$ cat src/rtl/div_unit_pkg.sv
// Shared definitions for the iterative divider: FSM state codes, handshake
// level names and the register-bus width the divider is sized against.
package div_unit_pkg;

  // Register-bus widths of the surrounding core
  localparam int REG_BUS        = 32;
  localparam int DOUBLE_REG_BUS = 64;

  // Request / result-ready levels as seen on the execute-stage interface
  localparam logic DIV_START            = 1'b1;
  localparam logic DIV_STOP             = 1'b0;
  localparam logic DIV_RESULT_READY     = 1'b1;
  localparam logic DIV_RESULT_NOT_READY = 1'b0;

  // Divider FSM state codes
  typedef enum logic [1:0] {
    DIV_FREE    = 2'b00,
    DIV_BY_ZERO = 2'b01,
    DIV_ON      = 2'b10,
    DIV_END     = 2'b11
  } div_state_t;

endpackage

$ cat src/rtl/div_step.sv
// One radix-2 restoring-division iteration (combinational).
// The {rem,quo} pair is shifted left by one; if the widened partial remainder
// is at least the divisor it is reduced and a 1 enters the quotient LSB.
// The running remainder always stays below the divisor, so DATA_W bits hold
// it between iterations; only the compare needs the extra shifted-in bit.
module div_step #(
  parameter int DATA_W = 32
) (
  input  logic [DATA_W-1:0] rem_i,
  input  logic [DATA_W-1:0] quo_i,
  input  logic [DATA_W-1:0] divisor_i,
  output logic [DATA_W-1:0] rem_o,
  output logic [DATA_W-1:0] quo_o
);

  logic [DATA_W:0]   w_shift_rem;
  logic [DATA_W-1:0] w_shift_quo;
  logic              w_ge;

  // Shift, compare against the zero-extended divisor, conditionally subtract
  always_comb begin
    w_shift_rem = {rem_i, quo_i[DATA_W-1]};
    w_shift_quo = {quo_i[DATA_W-2:0], 1'b0};
    w_ge        = (w_shift_rem >= {1'b0, divisor_i});
    // The true difference is below the divisor, so its low bits are exact.
    rem_o       = w_ge ? (w_shift_rem[DATA_W-1:0] - divisor_i) : w_shift_rem[DATA_W-1:0];
    quo_o       = {w_shift_quo[DATA_W-1:1], w_ge};
  end

endmodule

$ cat src/rtl/div_unit.sv
// Iterative radix-2 restoring divider for RV32M DIV/DIVU/REM/REMU.
// Handshake: the requester raises start_i with operands and holds it until
// ready_o is seen; result_o is valid only while ready_o=1 (otherwise 0) and is
// held while start_i stays high; dropping start_i returns the unit to idle on
// the next edge. annul_i aborts whatever is in flight and wins over start_i.
// Optional feature macro: DIV_EARLY_OUT_EN -- when |dividend| < |divisor| the
// result is produced straight from idle in one edge instead of 33.
// dbg_state_o exposes the FSM state for observation.
module div_unit
  import div_unit_pkg::*;
#(
  parameter int DATA_W = REG_BUS
) (
  input  logic              clk,
  input  logic              rst,
  input  logic [DATA_W-1:0] opdata1_i,
  input  logic [DATA_W-1:0] opdata2_i,
  input  logic              start_i,
  input  logic              signed_i,
  input  logic              rem_i,
  input  logic              annul_i,
  output logic [DATA_W-1:0] result_o,
  output logic              ready_o,
  output logic [1:0]        dbg_state_o
);

  localparam int CNT_W = $clog2(DATA_W);
  localparam logic [CNT_W-1:0] LAST_CNT = CNT_W'(DATA_W - 1);

  div_state_t        r_state;
  logic [CNT_W-1:0]  r_cnt;
  logic [DATA_W-1:0] r_rem;
  logic [DATA_W-1:0] r_quo;
  logic [DATA_W-1:0] r_divisor;   // divisor magnitude
  logic [DATA_W-1:0] r_dividend;  // original dividend, for the divide-by-zero remainder
  logic              r_rem_sel;
  logic              r_neg_quo;
  logic              r_neg_rem;
  logic [DATA_W-1:0] r_result;
  logic              r_ready;

  logic              w_sign1;
  logic              w_sign2;
  logic [DATA_W-1:0] w_mag1;
  logic [DATA_W-1:0] w_mag2;
  logic [DATA_W-1:0] w_rem_next;
  logic [DATA_W-1:0] w_quo_next;
  logic [DATA_W-1:0] w_quo_fixed;
  logic [DATA_W-1:0] w_rem_fixed;
  logic              w_abort;

  // Operand signs and magnitudes at request time, plus the final sign fix
  always_comb begin
    w_sign1     = signed_i & opdata1_i[DATA_W-1];
    w_sign2     = signed_i & opdata2_i[DATA_W-1];
    w_mag1      = w_sign1 ? ('0 - opdata1_i) : opdata1_i;
    w_mag2      = w_sign2 ? ('0 - opdata2_i) : opdata2_i;
    w_quo_fixed = r_neg_quo ? ('0 - w_quo_next) : w_quo_next;
    w_rem_fixed = r_neg_rem ? ('0 - w_rem_next) : w_rem_next;
    w_abort     = annul_i | (start_i == DIV_STOP);
  end

  div_step #(.DATA_W(DATA_W)) u_step (
    .rem_i     (r_rem),
    .quo_i     (r_quo),
    .divisor_i (r_divisor),
    .rem_o     (w_rem_next),
    .quo_o     (w_quo_next)
  );

  // Divider FSM: operand capture, iteration counter, sign fix and result hold
  always_ff @(posedge clk) begin
    if (rst) begin
      r_state    <= DIV_FREE;
      r_cnt      <= '0;
      r_rem      <= '0;
      r_quo      <= '0;
      r_divisor  <= '0;
      r_dividend <= '0;
      r_rem_sel  <= 1'b0;
      r_neg_quo  <= 1'b0;
      r_neg_rem  <= 1'b0;
      r_result   <= '0;
      r_ready    <= DIV_RESULT_NOT_READY;
    end else begin
      case (r_state)
        DIV_FREE: begin
          r_ready  <= DIV_RESULT_NOT_READY;
          r_result <= '0;
          if (!annul_i && start_i == DIV_START) begin
            r_divisor  <= w_mag2;
            r_dividend <= opdata1_i;
            r_rem_sel  <= rem_i;
            r_neg_quo  <= w_sign1 ^ w_sign2;
            r_neg_rem  <= w_sign1;
            r_cnt      <= '0;
            r_rem      <= '0;
            r_quo      <= w_mag1;
            if (opdata2_i == '0) begin
              r_state <= DIV_BY_ZERO;
`ifdef DIV_EARLY_OUT_EN
            end else if (w_mag1 < w_mag2) begin
              // Quotient is zero and the remainder is the dividend itself
              r_state  <= DIV_END;
              r_ready  <= DIV_RESULT_READY;
              r_result <= rem_i ? opdata1_i : '0;
`endif
            end else begin
              r_state <= DIV_ON;
            end
          end
        end

        DIV_BY_ZERO: begin
          if (annul_i) begin
            r_state <= DIV_FREE;
          end else begin
            r_state  <= DIV_END;
            r_ready  <= DIV_RESULT_READY;
            r_result <= r_rem_sel ? r_dividend : '1;
          end
        end

        DIV_ON: begin
          if (w_abort) begin
            r_state <= DIV_FREE;
            r_cnt   <= '0;
          end else begin
            r_rem <= w_rem_next;
            r_quo <= w_quo_next;
            r_cnt <= r_cnt + 1'b1;
            if (r_cnt == LAST_CNT) begin
              r_state  <= DIV_END;
              r_ready  <= DIV_RESULT_READY;
              r_result <= r_rem_sel ? w_rem_fixed : w_quo_fixed;
            end
          end
        end

        DIV_END: begin
          if (w_abort) begin
            r_state  <= DIV_FREE;
            r_ready  <= DIV_RESULT_NOT_READY;
            r_result <= '0;
            r_cnt    <= '0;
          end
        end

        default: begin
          r_state  <= DIV_FREE;
          r_ready  <= DIV_RESULT_NOT_READY;
          r_result <= '0;
        end
      endcase
    end
  end

  assign result_o    = r_result;
  assign ready_o     = r_ready;
  assign dbg_state_o = r_state;

endmodule

$ cat config.mk
export PLATFORM = sky130hd
export DESIGN_NAME = div_unit
export DESIGN_NICKNAME = d
export VERILOG_FILES = /design/src/rtl/div_unit_pkg.sv /design/src/rtl/div_step.sv /design/src/rtl/div_unit.sv
export SDC_FILE = /design/constraint.sdc
export NUM_CORES = 1
export LEC_CHECK = 0
export ABC_AREA = 1
export ABC_CLOCK_PERIOD_IN_PS = 4700
export BUFFER_PORTS_ARGS = -buffer_cell sky130_fd_sc_hd__buf_4
export CORE_MARGIN = 1
export CORE_UTILIZATION = 50
export DETAILED_ROUTE_END_ITERATION = 10
export PLACE_DENSITY = 0.74
export SLEW_MARGIN = 20
export SYNTH_ARGS = -nofsm -noshare
export SYNTH_HDL_FRONTEND = slang
export SYNTH_SLANG_ARGS = --single-unit
$ cat constraint.sdc
create_clock -name clk -period 4.7 [get_ports clk]
set_input_delay 0.235 -clock clk [delete_from_list [all_inputs] [get_ports clk]]
set_output_delay 0.235 -clock clk [all_outputs]
set_load 0.03 [all_outputs]
# After elaboration in Yosys (flattened, before gate mapping)
# Index checks and enable logic that the tools add are counted.
dict set report classes {
  n_addsub 6
  magnitude_cmp 1
  n_eq_ne 10
  mux 34
  n_bitwise 5
  n_reduce_logical 11
}
# op n
set ops {}
lappend ops {{32-bit 2-to-1 mux} 15}
lappend ops {{32-bit case mux with 2 select lines} 2}
lappend ops {{32-bit case mux with 4 select lines} 1}
lappend ops {{1-bit by 32-bit subtractor with 32-bit output, first input constant} 4}
lappend ops {{33-bit by 32-bit >= comparator with 1-bit output} 1}
lappend ops {{32-bit zero test} 1}
lappend ops {{32-bit subtractor} 1}
lappend ops {{5-bit 2-to-1 mux} 3}
lappend ops {{5-bit case mux with 3 select lines} 1}
lappend ops {{2-bit 2-to-1 mux} 6}
lappend ops {{2-bit inequality test, second input constant} 5}
lappend ops {{3-bit AND reduction} 3}
lappend ops {{2-bit case mux with 4 select lines} 1}
lappend ops {{5-bit by 1-bit adder with 5-bit output, second input constant} 1}
lappend ops {{5-bit == test, second input constant} 1}
lappend ops {{2-bit == test, second input constant} 2}
lappend ops {{1-bit 2-to-1 mux} 4}
lappend ops {{1-bit case mux with 4 select lines} 1}
lappend ops {{4-bit AND reduction} 1}
lappend ops {{3-bit inequality test, second input constant} 1}
lappend ops {{3-bit nonzero test} 1}
lappend ops {{1-bit bitwise AND} 2}
lappend ops {{2-bit by 1-bit == test with 1-bit output, second input constant} 1}
lappend ops {{2-bit zero test} 1}
lappend ops {{other kinds (7)} 7}
dict set report word_totals {
  reg_bits 171
  in_bits 70
  out_inout_bits 35
  wordCells 78
}

# Depth between registers and ports, before layout
# Gate-level depths: netlist of the first run.
dict set report depth {
  depth_word 8
  mapped_depth 32
  mapped_depth_nobuf 31
}

# Cells and area by module
# From an unflattened synthesis of the first run, not the netlist that was laid out.
dict set report hier_totals {
  cells_unflattened 2394
  hier_area_um2 14166.1
}
# module n_inst cells_per_inst area_per_inst_um2 seq_area_each_um2
set modules_own_cells {}
lappend modules_own_cells {div_unit 1 1715 10765.3 3423.3}
lappend modules_own_cells {div_step 1 679 3400.8 0.0}

# Worst setup path before layout of the first run
# No wires, ideal clock.
dict set report synth_path {
  kind {register -> register}
  from {reg r_divisor[4]}
  to {reg r_result[24] (netlist: result_o[24])}
  setup_time_ps 68
  arrival_time_ps 3553
  required_ps 4632
  path_slack_ps 1079
  stages_incl_launch_ff 33
  path_buffers 1
  synth_period_minus_slack_ps 3621
  path_cell_list {dfxtp_1 inv_1 ha_1 nand2_1 inv_2 nand2_1 nand2_1 nand2_1 nand3_2 nand2_2 nand2_4 nand2_8 nand2_8 inv_2 buf_2 ha_1 inv_1 nor2_2 inv_1 nor2_1 nand3_1 nor2_1 nand3_1 nor2_1 nor2_1 a21oi_2 o21ai_0 xor2_1 a21oi_1 nand2_1 nand2_1 nand2_1 a21oi_2}
}
dict set report synth_via {
  elab_chain_cells 8
  elab_cells_between_ends 11
  cone_classes {3 x add/sub; 1 x order compare; 7 x mux}
}
# item line
set synth_lines {}
lappend synth_lines {{start: declaration} div_unit.sv:34} ;# logic [DATA_W-1:0] r_divisor;
lappend synth_lines {{start signal: assignment} div_unit.sv:91} ;# r_divisor <= w_mag2;
lappend synth_lines {{32-bit subtractor / 33-bit by 32-bit >= comparator with 1-bit output (equally long branches)} {div_step.sv:26, div_step.sv:24}}
lappend synth_lines {{32-bit 2-to-1 mux} div_step.sv:26} ;# rem_o = w_ge ? (w_shift_rem[DATA_W-1:0] - divisor_i) : w_shift_rem[DATA_W-1:0];
lappend synth_lines {{1-bit by 32-bit subtractor with 32-bit output} div_unit.sv:59} ;# w_rem_fixed = r_neg_rem ? ('0 - w_rem_next) : w_rem_next;
lappend synth_lines {{32-bit 2-to-1 mux} div_unit.sv:59}
lappend synth_lines {{32-bit 2-to-1 mux *} div_unit.sv:135} ;# r_result <= r_rem_sel ? w_rem_fixed : w_quo_fixed;
lappend synth_lines {{32-bit 2-to-1 mux *} div_unit.sv:132} ;# if (r_cnt == LAST_CNT) begin
lappend synth_lines {{32-bit 2-to-1 mux *} div_unit.sv:125} ;# if (w_abort) begin
lappend synth_lines {{32-bit case mux with 4 select lines *} div_unit.sv:86} ;# case (r_state)
lappend synth_lines {{end signal: assignment} div_unit.sv:120} ;# r_result <= r_rem_sel ? r_dividend : '1;
lappend synth_lines {{end signal: assignment} div_unit.sv:135}
lappend synth_lines {{end: declaration} div_unit.sv:39} ;# logic [DATA_W-1:0] r_result;
# Mark *: on every way between the ends. The rest lies on a longest branch, timed or not. The select of a mux whose other input is x is not followed.
# A chain may end at the register's enable or synchronous reset.

# Worst setup path in the final report of the first run
dict set report layout_path {
  from {reg r_divisor[8]}
  to {reg r_result[24] (netlist: result_o[24])}
}
# The elaborated chain is that of the path after synthesis.

==> impl_table.tex, run 1 <==
\begin{tabular}{lr}
\hline
Metric & Value \\
\hline
\multicolumn{2}{l}{\textbf{Logic synthesis}} \\
\quad Post-synth EDFFs & 0 \\
\quad Portion of the post-synthesis area used by sequential elements & 25.2\% \\
\quad Cell taking the most area after synthesis & sky130\_fd\_sc\_hd\_\_dfxtp\_1 \\
\quad Mapped cell area & 13600 µm² \\
\quad Total of flip-flops plus latches after synthesis & 171 \\
\quad Primary FF master, synth & sky130\_fd\_sc\_hd\_\_dfxtp\_1 \\
\quad Post-Synthesis Cells & approximately 2300 \\
\quad Async SR Flop Fraction & 0\% \\
\quad Mean Syn Cell Area & between 5 and 6 µm² \\
\quad Most common cell in the netlist & sky130\_fd\_sc\_hd\_\_nand2\_1 \\
\quad Nets in the synthesized netlist & 2423 \\
\quad Number of warning messages in the yosys log & 0 \\
\quad Area share of the largest cell type after synthesis & 25.2\% \\
\quad Cell types with the highest counts after synthesis & 763 x sky130\_fd\_sc\_hd\_\_nand2\_1, 266 x sky130\_fd\_sc\_hd\_\_inv\_1, 213 x sky130\_fd\_sc\_hd\_\_a21oi\_1 \\
\quad Leading post-synthesis cells by cell area & sky130\_fd\_sc\_hd\_\_dfxtp\_1 25\%, sky130\_fd\_sc\_hd\_\_nand2\_1 21\%, sky130\_fd\_sc\_hd\_\_a21oi\_1 7.8\% \\
\quad Synth cell types & 50 \\
\multicolumn{2}{l}{\textbf{Setup path}} \\
\quad Req. time, crit path & 5080 ps \\
\quad Crit. Startpoint & r\_divisor[8] \\
\quad FF-to-FF Start & r\_divisor[8] \\
\quad Critical path's slowest cell & sky130\_fd\_sc\_hd\_\_dfxtp\_1 \\
\quad Startpoint type of the worst setup path & flop \\
\quad R2r worst-path depth & 31 \\
\quad Endpoint kind of the worst setup timing path & flop \\
\quad Worst-path maximum fanout & 11 \\
\quad Reg2reg end & result\_o[24] \\
\quad Classification of the worst setup path & flop to flop \\
\quad Data arrival at the endpoint of the critical path & $\sim$4500 ps \\
\quad Crit-path max cell delay & roughly 340 ps \\
\quad Most Frequent Cell on Critical Path & sky130\_fd\_sc\_hd\_\_nand2\_1 \\
\quad Worst reg-to-reg setup slack & 560 ps \\
\multicolumn{2}{l}{\textbf{Layout}} \\
\quad FILL cells & 2728 \\
\quad Total Nets Final & 2462 \\
\quad Share of post-route cells with drive strength above 1 & a little over a tenth \\
\quad Area overhead of the layout relative to synthesis & 11.0\% \\
\quad Util after Layout & 57.2\% \\
\quad FF/Latch Area & 3420 µm² \\
\quad Count of non-filler cells in the finished layout & 2696 \\
\quad Final cell area excluding filler cells & about 15000 µm² \\
\quad Number of inserted diodes & 0 \\
\quad Combined area of the multi-input logic cells & between 8000 and 9000 µm² \\
\multicolumn{2}{l}{\textbf{Hold path}} \\
\quad Launch point of the worst hold path & opdata1\_i[9] \\
\quad Hold Crit Endpoint & r\_dividend[9] \\
\quad Count of cells along the worst hold path & 3 \\
\quad Worst min-delay path class & primary input to flop \\
\multicolumn{2}{l}{\textbf{Timing}} \\
\quad Final critical-path required period & about 4100 ps \\
\quad Upper clock frequency limit & 0.242 GHz \\
\quad Worst hold margin & $\sim$60 ps \\
\quad Final-report hold violation count & 0 \\
\quad Fin. max-slew vios & 0 \\
\quad Final setup skew & around 13 ps \\
\quad Setup repair after global routing missed its margin & no \\
\quad Actual slew at the worst max-slew pin & 1110 ps \\
\quad Final Cycle Share & 88.0\% \\
\quad Slew Limit Headroom & between 20\% and 30\% \\
\quad Sum of negative setup slack & 0 ps \\
\quad Setup-failing EPs final & 0 \\
\multicolumn{2}{l}{\textbf{Die}} \\
\quad Die Outline Area & 27800 µm² \\
\quad Core Rows & 59 \\
\quad Std-Cell Core Area & 26400 µm² \\
\quad Effective utilization at floorplan & approximately half \\
\quad Chip Width & 167 µm \\
\quad Die height & 167 µm \\
\quad I/O pin count & 105 \\
\multicolumn{2}{l}{\textbf{Clock tree}} \\
\quad Clock Tree Buf Depth & 2 \\
\quad Clock insertion delay at the later pin of the skew report & roughly 450 ps \\
\quad Number of H-tree branching levels & 4 \\
\quad Clock tree from TritonCTS & yes \\
\quad Total CTS buffers & 17 \\
\quad Number of buffers inserted by hold repair at cts & 0 \\
\quad Library cell used as clock root buffer & sky130\_fd\_sc\_hd\_\_clkbuf\_16 \\
\quad Clock tree sinks & 171 \\
\quad Clock slew seen by the registers of the worst setup and hold paths & around 80 ps \\
\multicolumn{2}{l}{\textbf{Route}} \\
\quad Final routed wirelength across all metal layers & 48.4 mm \\
\quad Total number of vias & 15305 \\
\quad Routed len/inst & approximately 18 µm \\
\quad Remaining antenna violation count & 0 \\
\quad Detailed-routing iteration count for the pre-antenna-repair pass & 5 \\
\quad Detail-routed via count per cell & about 5.7 \\
\quad Number of remaining DRC errors & 0 \\
\quad Violation count after the first detailed-routing iteration & about 1800 \\
\multicolumn{2}{l}{\textbf{Placement}} \\
\quad GPL Wtd Cong & about 1.0 \\
\quad Placed cell areas & 14500 µm² \\
\quad HPWL after detailed placement & 36.5 mm \\
\quad Placed Cells incl. Taps & 2664 \\
\quad Count of buffers inserted at the top-level ports & 104 \\
\multicolumn{2}{l}{\textbf{GRT}} \\
\quad Via count of the first global-routing pass & approximately 13000 \\
\quad Pin count of the biggest net entering global routing & 84 \\
\quad Global-route usage over all layers & 34.4\% \\
\quad First-pass GRT wire length & 74.8 mm \\
\quad Total congestion overflow after global routing & 0 \\
\quad Number of antenna violations at the first check in global routing & 0 \\
\multicolumn{2}{l}{\textbf{Power and ir drop}} \\
\quad Max VDD drop & 0.567 mV \\
\quad Power per unit of standard cell area & about 490 nW/µm² \\
\quad Leakage power total & 7.19 nW \\
\multicolumn{2}{l}{\textbf{Run status}} \\
\quad Status & complete, no violations \\
\multicolumn{2}{l}{\textbf{Flow run}} \\
\quad Maximum Capacitance Violations & 0 \\
\hline
\end{tabular}
==> area by class of cell <==
cell class,count,share of cell area [%]
repair buffers,121,6.02
flip-flops and latches,171,22.7
well taps,335,2.78
clock inverters,15,1.21
inverters,275,6.84
clock buffers,17,2.82
multi-input cells,1762,57.6
==> per-stage QoR <==
stage | setup WS (ps) | power, W
global route | 70.6 | 0.00795
CTS | 568 | 0.00734
detailed placement | 632 | 0.00586
finish | 563 | 0.00746
global placement | 687 | 0.00585
floorplan | 1080 | 0.00475
==> sequential cells by signal, summed over array words and instances (netlist names) <==
signal	flops
dbg_state_o	2
r_neg_quo	1
result_o	32
r_cnt	5
ready_o	1
r_rem	32
r_dividend	32
r_neg_rem	1
r_divisor	32
r_quo	32
r_rem_sel	1
==> per-layer routing <==
metal | GRT usage, % | wire, µm | part of all wire, %
met3 | 9.41 | 5780 | 12
met4 | 9.14 | 997 | 2.1
met5 | 0 | 0 | 0
met2 | 48.7 | 19300 | 40
met1 | 50.4 | 22300 | 46
==> power breakdown <==
part | internal (W) | total (W) | leakage, nW | switching [W]
sequential | 0.00164 | 0.00185 | 1.39 | 0.000214
clock | 0.000719 | 0.00147 | 0.294 | 0.000749
combinational | 0.00119 | 0.00414 | 5.51 | 0.00295
total | 0.00355 | 0.00746 | 7.19 | 0.00391
==> cells in the final DEF (no fill, tap or decap), drive strengths merged <==
master / instances
buf: 121
a31oi: 5
xor2: 46
ha: 43
o221ai: 22
nor3: 37
fa: 1
nor2: 213
a21oi: 221
nand3: 150
or2: 10
o31ai: 4
clkbuf: 17
nand2: 797
xnor2: 13
nor3b: 2
a41oi: 1
o21ai: 129
o21bai: 1
o311ai: 2
and2: 3
a211oi: 3
nor4: 13
a21o: 2
o22ai: 1
dfxtp: 171
inv: 279
clkinv: 11
o211ai: 13
nand4: 19
nand3b: 8
o21a: 3
==> worst max-delay path by stage <==
stage	end	slack [ps]
2_1_floorplan	result_o[24]	1080
4_1_cts	result_o[24]	570
3_5_place_dp	result_o[24]	630
6_report	result_o[24]	560
5_1_grt	result_o[24]	70
3_3_place_gp	result_o[24]	690
==> cells by family after synthesis <==
| group | after synthesis | synth area share (%) |
|---|---|---|
| adders and majority gates | 44 | 4.11 |
| buffers and inverters | 376 | 10.9 |
| AOI/OAI and AO/OA | 407 | 16.6 |
| DFF | 171 | 25.2 |
| xor gates and xnor gates | 59 | 3.80 |
| and+or+nand+nor | 1252 | 39.4 |
==> timing repair <==
action	in CTS	in global routing
setup endpoints to repair	0	1
resized for setup	0	1
buffers inserted	0	0
==> worst max-delay path, delay by kind of cell (launching register included) <==
kind / cells / cell delay (ps)
flops: 1 / 340
xor+xnor: 1 / 160
compound gates: 4 / 610
fa+ha+maj: 2 / 540
simple gates: 18 / 1930
buf+inv: 6 / 460
Note: power is estimated with default switching activity, not from simulation.
==> run 2: changes to the inputs <==
--- a/config.mk
+++ b/config.mk
@@ -12,6 +12,7 @@
 export CORE_UTILIZATION = 50
 export DETAILED_ROUTE_END_ITERATION = 10
 export PLACE_DENSITY = 0.74
+export RECOVER_POWER = 100
 export SLEW_MARGIN = 20
 export SYNTH_ARGS = -nofsm -noshare
 export SYNTH_HDL_FRONTEND = slang
==> impl_table.tex, run 2 (synthesis results as in run 1) <==
\begin{tabular}{lr}
\hline
Metric & Value \\
\hline
\multicolumn{2}{l}{\textbf{Hold path}} \\
\quad Count of cells along the worst hold path & 3 \\
\quad Launch point of the worst hold path & opdata1\_i[9] \\
\quad Hold Crit Endpoint & r\_dividend[9] \\
\quad Worst min-delay path class & primary input to flop \\
\multicolumn{2}{l}{\textbf{Timing}} \\
\quad Final-report hold violation count & 0 \\
\quad Final setup skew & 12.5 ps \\
\quad Sum of negative setup slack & 0 ps \\
\quad Actual slew at the worst max-slew pin & 2690 ps \\
\quad Final critical-path required period & 4230 ps \\
\quad Upper clock frequency limit & 0.236 GHz \\
\quad Worst hold margin & 61.9 ps \\
\quad Fin. max-slew vios & roughly 280 \\
\quad Setup-failing EPs final & 0 \\
\quad Slew Limit Headroom & -79.7\% \\
\quad Setup repair after global routing missed its margin & no \\
\quad Final Cycle Share & between 80\% and 90\% \\
\multicolumn{2}{l}{\textbf{Route}} \\
\quad Violation count after the first detailed-routing iteration & approximately 1800 \\
\quad Final routed wirelength across all metal layers & 48.4 mm \\
\quad Routed len/inst & 17.9 µm \\
\quad Detailed-routing iteration count for the pre-antenna-repair pass & 5 \\
\quad Total number of vias & between 15000 and 20000 \\
\quad Remaining antenna violation count & 0 \\
\quad Number of remaining DRC errors & 0 \\
\quad Detail-routed via count per cell & 5.66 \\
\multicolumn{2}{l}{\textbf{Setup path}} \\
\quad Logic depth of the worst path, buffers included & 24 \\
\quad Reg2reg end & result\_o[28] \\
\quad Req. time, crit path & 4950 ps \\
\quad Startpoint type of the worst setup path & flop \\
\quad FF-to-FF Start & r\_divisor[25] \\
\quad Number of buffer and inverter stages on the critical path & 2 \\
\quad Endpoint kind of the worst setup timing path & flop \\
\quad Most Frequent Cell on Critical Path & sky130\_fd\_sc\_hd\_\_nand2\_1 \\
\quad Crit-path max cell delay & 380 ps \\
\quad Critical path's slowest cell & sky130\_fd\_sc\_hd\_\_ha\_1 \\
\quad Data arrival at the endpoint of the critical path & 4480 ps \\
\quad Worst-path maximum fanout & 19 \\
\quad Classification of the worst setup path & flop to flop \\
\quad Worst reg-to-reg setup slack & 470 ps \\
\quad R2r worst-path depth & 24 \\
\quad Cells along the critical path & inv\_1 -> ha\_1 -> nand2\_1 -> nor2\_1 -> nand3\_1 -> nand3b\_1 -> nand2\_1 -> nor2\_8 -> nand2\_8 -> buf\_4 -> nand2\_1 -> nand2\_1 -> ha\_1 -> nand3\_1 -> nor2\_1 -> nand3\_2 -> nand2\_1 -> nand2\_1 -> nand2\_1 -> nand3\_1 -> nand2\_1 -> nand2\_1 -> nand2\_1 -> a21oi\_1 \\
\quad Cell class contributing the biggest share of worst-path delay & simple AND/OR/NAND/NOR gates \\
\multicolumn{2}{l}{\textbf{Placement}} \\
\quad Placed Cells incl. Taps & between 2000 and 3000 \\
\quad Count of buffers inserted at the top-level ports & 104 \\
\quad GPL Wtd Cong & 1.01 \\
\quad HPWL after detailed placement & 36.5 mm \\
\quad Placed cell areas & 14500 µm² \\
\multicolumn{2}{l}{\textbf{GRT}} \\
\quad First-pass GRT wire length & 74.8 mm \\
\quad Global-route usage over all layers & about 34\% \\
\quad Number of antenna violations at the first check in global routing & 0 \\
\quad Pin count of the biggest net entering global routing & 84 \\
\quad Total congestion overflow after global routing & 0 \\
\quad Via count of the first global-routing pass & 13419 \\
\multicolumn{2}{l}{\textbf{Layout}} \\
\quad Count of non-filler cells in the finished layout & 2696 \\
\quad Most common cell after layout, fill and taps aside & sky130\_fd\_sc\_hd\_\_nand2\_1 \\
\quad FILL cells & 2777 \\
\quad Combined area of the multi-input logic cells & just under 9000 µm² \\
\quad Area overhead of the layout relative to synthesis & 9.54\% \\
\quad Total Nets Final & between 2000 and 2500 \\
\quad Leading cell types in the layout, fill and taps excluded & 768 x sky130\_fd\_sc\_hd\_\_nand2\_1, 265 x sky130\_fd\_sc\_hd\_\_inv\_1, 215 x sky130\_fd\_sc\_hd\_\_a21oi\_1, 196 x sky130\_fd\_sc\_hd\_\_nor2\_1, 171 x sky130\_fd\_sc\_hd\_\_dfxtp\_1 \\
\quad FF/Latch Area & 3420 µm² \\
\quad Number of inserted diodes & 0 \\
\quad Final cell area excluding filler cells & roughly 15000 µm² \\
\quad Share of post-route cells with drive strength above 1 & 8.26\% \\
\multicolumn{2}{l}{\textbf{Power and ir drop}} \\
\quad Power per unit of standard cell area & 496 nW/µm² \\
\quad Max VDD drop & 0.539 mV \\
\quad Leakage power total & 7.02 nW \\
\quad Design Power & 0.00739 W \\
\multicolumn{2}{l}{\textbf{Clock tree}} \\
\quad Number of buffers inserted by hold repair at cts & 0 \\
\quad Clock insertion delay at the later pin of the skew report & 450 ps \\
\quad Number of H-tree branching levels & 4 \\
\quad Clock Tree Buf Depth & 2 \\
\quad Clock slew seen by the registers of the worst setup and hold paths & 80 ps \\
\quad Clock tree sinks & 171 \\
\quad Total CTS buffers & 17 \\
\quad Post-cts repair resize count & 0 \\
\quad Clock tree from TritonCTS & yes \\
\quad Number of buffers inserted to repair setup after CTS & 0 \\
\quad Library cell used as clock root buffer & sky130\_fd\_sc\_hd\_\_clkbuf\_16 \\
\multicolumn{2}{l}{\textbf{Run status}} \\
\quad Status & complete, but fails checks \\
\quad Failing checks & capacitance limit, slew limit \\
\multicolumn{2}{l}{\textbf{Die}} \\
\quad Effective utilization at floorplan & 51.5\% \\
\quad Chip Width & 167 µm \\
\quad Core Rows & 59 \\
\quad Die height & 167 µm \\
\quad Std-Cell Core Area & 26400 µm² \\
\quad Die Outline Area & 27800 µm² \\
\quad I/O pin count & 105 \\
\multicolumn{2}{l}{\textbf{Flow run}} \\
\quad Maximum Capacitance Violations & 5 \\
\hline
\end{tabular}
## run 2: final cells by class
| type | count | area share (%) |
|---|---|---|
| tap | 335 | 2.82 |
| clock inverter | 15 | 1.23 |
| multi-input combinational | 1762 | 58.1 |
| sequential | 171 | 23.0 |
| inverter | 275 | 6.94 |
| clock buffer | 17 | 2.86 |
| timing repair buffer | 121 | 5.09 |
## run 2: metal layers
layer / GRT usage, % / up-vias / part of all wire (%)
li1: - / 7492 / -
met1: 50.4 / 6984 / 46
met2: 48.7 / 731 / 40
met3: 9.41 / 62 / 12
met4: 9.14 / 0 / 2.1
met5: 0 / - / 0
## run 2: worst max-delay path by stage
stage                              from            to
after floorplan            r_divisor[4]  result_o[24]
after CTS                  r_divisor[4]  result_o[24]
after detailed placement   r_divisor[8]  result_o[24]
after global routing       r_divisor[4]  result_o[24]
after global placement     r_divisor[4]  result_o[24]
final                     r_divisor[25]  result_o[28]
## run 2: power by group
group	leakage [nW]	internal, W	switching [W]
clock	0.294	0.000719	0.000749
combinational	5.33	0.00114	0.00292
sequential	1.39	0.00164	0.000213
total	7.02	0.00350	0.00388
## run 2: worst min-delay path: cells and delay by family
family	cells	cell delay (ps)
AOI/OAI and AO/OA	1	50
buffers and inverters	1	130
and+or+nand+nor	1	60
## run 2: stage by stage
stage / utilization, % / worst slack (ps)
after floorplan: - / 1080
after global placement: 54.9 / 687
after detailed placement: 54.9 / 632
after CTS: 57.2 / 568
after global routing: 56.5 / 65.4
final: 56.5 / 471
